## src/rtl/spi_ram_ctrl.sv

```systemverilog
// Command-decoding byte RAM behind the SPI slave: decodes rx_data[9:8] into
// write-address / write-data / read-address / read-data. Optional macro SPI_RAM_AUTO_INC_EN.
module spi_ram_ctrl #(
  parameter int MEM_DEPTH = 256,
  parameter int ADDR_SIZE = 8
) (
  input  logic                 clk,
  input  logic                 rst_n,
  input  logic [ADDR_SIZE+1:0] rx_data,
  input  logic                 rx_valid,
  output logic [ADDR_SIZE-1:0] tx_data,
  output logic                 tx_valid,
  output logic                 err_seq
);

  typedef enum logic [1:0] {
    CMD_WR_ADDR = 2'b00,
    CMD_WR_DATA = 2'b01,
    CMD_RD_ADDR = 2'b10,
    CMD_RD_DATA = 2'b11
  } cmd_e;

`ifdef SPI_RAM_AUTO_INC_EN
  localparam bit AUTO_INC = 1'b1;
`else
  localparam bit AUTO_INC = 1'b0;
`endif

  localparam logic [ADDR_SIZE-1:0] ADDR_ONE = ADDR_SIZE'(1);

  logic [ADDR_SIZE-1:0] mem [MEM_DEPTH];
  logic [ADDR_SIZE-1:0] wr_addr;
  logic [ADDR_SIZE-1:0] rd_addr;
  logic                 wa_vld;
  logic                 ra_vld;
  logic                 rx_valid_q;

  cmd_e                 cmd;
  logic [ADDR_SIZE-1:0] payload;
  logic                 accept;
  logic                 wr_en;

  assign cmd     = cmd_e'(rx_data[ADDR_SIZE+1:ADDR_SIZE]);
  assign payload = rx_data[ADDR_SIZE-1:0];
  // A held-high rx_valid must not re-trigger, so only its rising edge accepts.
  assign accept  = rx_valid && !rx_valid_q;
  assign wr_en   = accept && (cmd == CMD_WR_DATA) && wa_vld;

  // NOTE: the memory array has no reset; clearing it would force a flop array
  // instead of RAM, and its contents are meant to survive rst_n.
  always_ff @(posedge clk) begin
    if (wr_en) mem[wr_addr] <= payload;
  end

  // NOTE: all state below uses non-blocking assignments so every register
  // samples pre-edge values, e.g. tx_data reads mem before a same-edge write.
  always_ff @(posedge clk or negedge rst_n) begin
    if (!rst_n) begin
      rx_valid_q <= 1'b0;
      wr_addr    <= '0;
      rd_addr    <= '0;
      wa_vld     <= 1'b0;
      ra_vld     <= 1'b0;
      tx_data    <= '0;
      tx_valid   <= 1'b0;
      err_seq    <= 1'b0;
    end else begin
      rx_valid_q <= rx_valid;
      err_seq    <= 1'b0;
      if (accept) begin
        // Any accept other than RD_DATA ends the read-data hold window.
        tx_valid <= 1'b0;
        unique case (cmd)
          CMD_WR_ADDR: begin
            wr_addr <= payload;
            wa_vld  <= 1'b1;
          end
          CMD_WR_DATA: begin
            if (!wa_vld)       err_seq <= 1'b1;
            else if (AUTO_INC) wr_addr <= wr_addr + ADDR_ONE;
          end
          CMD_RD_ADDR: begin
            rd_addr <= payload;
            ra_vld  <= 1'b1;
          end
          CMD_RD_DATA: begin
            tx_data  <= mem[rd_addr];
            tx_valid <= 1'b1;
            if (!ra_vld)  err_seq <= 1'b1;
            if (AUTO_INC) rd_addr <= rd_addr + ADDR_ONE;
          end
          default: ;
        endcase
      end
    end
  end

endmodule

```

## config.mk

```make
export PLATFORM = sky130hd
export DESIGN_NAME = spi_ram_ctrl
export DESIGN_NICKNAME = d
export VERILOG_FILES = /design/src/rtl/spi_ram_ctrl.sv
export SDC_FILE = /design/constraint.sdc
export NUM_CORES = 2
export LEC_CHECK = 0
export ABC_CLOCK_PERIOD_IN_PS = 6900
export CAP_MARGIN = 40
export CORE_ASPECT_RATIO = 0.5
export CORE_MARGIN = 4
export CORE_UTILIZATION = 35
export DETAILED_ROUTE_END_ITERATION = 16
export GPL_TIMING_DRIVEN = 0
export SETUP_SLACK_MARGIN = 0.05
export SKIP_CTS_REPAIR_TIMING = 1
export SLEW_MARGIN = 20
export SYNTH_ARGS = -nofsm -noshare
export SYNTH_HDL_FRONTEND = slang
export SYNTH_SLANG_ARGS = --single-unit
```

## constraint.sdc

```tcl
create_clock -name clk -period 6.9 [get_ports clk]
set_input_delay 1.38 -clock clk [delete_from_list [all_inputs] [get_ports clk]]
set_output_delay 1.38 -clock clk [all_outputs]
set_load 0.02 [all_outputs]
```

==> run metrics <==
status completed; Crit Path Category flip-flop to flip-flop; Slew HR 0.3365; Post-synth EDFFs 2048; Layout Cells excl Fill 7719; die height 349.1 µm; Area Growth Syn to Fin 15.22%; Crit. End Element flip-flop; slowest cell on the critical path buf_2; core area 229900 µm²; commonest non-fill, non-tap cell in the layout edfxtp_1; final wirelength 298600 µm; first-pass GRT wire length 392600 µm; Worst-Skew Late Latency 0.85 ns; clk sink count 2077; Slew Limit Fails 0; DRT Pass-1 Iters 9; maximum capacitance violations 0; Yosys cell types 63; Max VDD drop 0.0002129 V; CTS H-Tree Depth 4; Critical Path Sink tx_data[0]$_DFFE_PN0P_; clock network fraction of total power 0.344; Critical Path Source Type flip-flop; GR peak layer met2; DP HPWL 201700 µm; hold_ws 0.4751 ns; Pint 21.59 mW; Placed Cells 7244; vias per cell 6.144; Pwr Density 327.3 nW/µm²; Slew @ Worst Pin 0.9933 ns; die width 690.2 µm; final hold violations 0; Cell Chain, Critical Path buf_4 > buf_6 > buf_2 > buf_2 > buf_2 > mux4_2 > a22oi_1 > a32oi_1 > nand3_1 > o211ai_1; DRC viols 0; min cycle time layout 4.880 ns; Max clock buf depth 3; Main synth FF type edfxtp_1; Starting Density 0.3542; CTS tree built; Async S/R FF share, synth 0.01396; final RePlAce weighted congestion 1.031; Die Area 241000 µm²; cell count after synthesis 4048; CP required 7.57 ns; Yosys Warn Count 0; Crit. Startpoint rd_addr[1]$_DFFE_PN0P_; Reg2Reg Setup Slack 2.02 ns; Flop pwr share 0.455; final setup fails 0; Leak Pwr 29.89 nW; initial antenna violation count 23; worst stage delay on the critical path 0.86 ns; FF/Latch Area 62220 µm²; DRT antenna net count 0; GR Util met3 0.09188; commonest cells after routing, fill and taps aside edfxtp_1, mux2i_1, nor2_1; Starting DRT DRC Count 8920; flip-flop and latch count after synthesis 2077; global route total overflow 0; I/O Pins 23; f_max 0.2049 GHz; GRT Total Usage 0.2416; post-synth top area cell edfxtp_1; Psw 9.124 mW; met2 Usage GRT 0.3520; vias in the first global route 44041; Gate power share 0.201; end of the worst register-to-register path tx_data[0]$_DFFE_PN0P_; Layout fillers 20214; sw frac 0.2970; Yosys top cell area share 0.7551; CTS root buf clkbuf_16; R2R cell count 10; wire per inst 38.68 µm; RSZ-0062 raised after global routing false; input/output buffers 22; top cells by area, synth edfxtp_1, mux4_2, mux2i_1, nor2_1, mux4_1; largest net degree at the start of global routing 129; syn avg cell area 20.12 µm²; crit-path most repeated cell buf_2; multi-input combinational cell area 17340 µm²; worst r2r src rd_addr[1]$_DFFE_PN0P_; # rows 124; met1 GRT Util 0.3151; worst-path fanout max 10; crit share post-route 0.7072; critical path arrival 5.55 ns; syn_nets 4061; Clock transition at path regs 0.06 ns; Layout Skew 0.03416 ns; Seq/Total Area, Yosys 0.7640; fin util 0.4081; routed vias 47427; share of layout cells above drive strength 1 0.2097; Final Net Count 4466; HP Class primary input to asynchronous set/reset pin; CTS buffer count 194; synthesized area 81450 µm²
cells by family (layout without fill, tap and decap cells):
family	Yosys count	after routing	share of synthesized area
flip-flops	2077	2077	0.7640
multiplexers	745	745	0.1455
AND/OR/NAND/NOR	515	515	0.02696
AO/OA/AOI/OAI	469	469	0.03996
buffers and inverters	242	805	0.02361
other	0	21	0
worst min path at each step:
| stage | from | endpoint | slack (ns) | depth (start not counted) |
|---|---|---|---|---|
| floorplan | wa_vld$_DFFE_PN0P_ | wa_vld$_DFFE_PN0P_ | 0.43 | 1 |
| global placement | wa_vld$_DFFE_PN0P_ | wa_vld$_DFFE_PN0P_ | 0.45 | 1 |
| detailed placement | ra_vld$_DFFE_PN0P_ | ra_vld$_DFFE_PN0P_ | 0.46 | 1 |
| CTS | ra_vld$_DFFE_PN0P_ | ra_vld$_DFFE_PN0P_ | 0.48 | 1 |
| global route | rst_n | wr_addr[0]$_DFFE_PN0P_ | 0.47 | 2 |
| finish | rst_n | tx_valid$_DFFE_PN0N_ | 0.48 | 2 |
critical path, delay by kind of cell (launching register included):
kind	cells	cell delay, ns
buffers and inverters	5	2.77
AOI/OAI and AO/OA	3	0.99
muxes	1	0.41
DFF	1	0.35
and+or+nand+nor	1	0.13
cell usage after synthesis, types with 23 or more instances:
master,count
a21oi_1,61
a22oi_1,33
mux4_2,295
clkbuf_1,78
o22ai_1,118
o221ai_1,47
dfrtp_1,29
buf_12,23
a211oi_1,52
nor2_1,299
a221oi_1,37
mux2i_1,395
nand2_1,105
buf_2,50
edfxtp_1,2048
buf_6,28
nand3_1,28
mux4_1,42
o21ai_0,49
power by group through the flow:
stage	clock, mW	sequential (mW)	combinational (mW)
6_report	10.6	14.0	6.17
5_1_grt	11.1	14.0	6.09
4_1_cts	10.6	14.0	5.92
3_5_place_dp	0	14.3	5.91
3_3_place_gp	0	14.4	5.73
2_1_floorplan	0	14.2	2.79
through the flow:
stage                     area (µm²)  total power [mW]  TNS (ns)  setup WS [ns]
after floorplan                81450             17.03         0          3.632
after global placement         85530             20.14  -6893.97         -3.736
after detailed placement       86910             20.17         0          1.440
after CTS                      93020             30.47         0          2.301
after global routing           93790             31.20         0          2.211
final                          93850             30.72         0          2.020
layout make-up:
cell class                 instances  share of cell area
antenna                           21           0.0005600
buffer                           239             0.02077
clock buffer                     251             0.05560
clock inverter                   103            0.009506
inverter                           3           0.0001200
multi-input combinational       1729              0.1848
sequential                      2077              0.6631
tap                             3087             0.04116
timing repair buffer             209             0.02447
routing by layer:
layer,vias to the layer above,wire length [µm]
met5,-,53
met4,8,17520
met3,760,45980
met2,4120,127800
met1,24893,107300
li1,17646,-
registers in the layout, summed over array words and instances (netlist names):
signal,flops
err_seq,1
tx_data,8
mem,2048
rx_valid_q,1
tx_valid,1
wr_addr,8
rd_addr,8
ra_vld,1
wa_vld,1
Note: power is estimated with default switching activity, not from simulation.
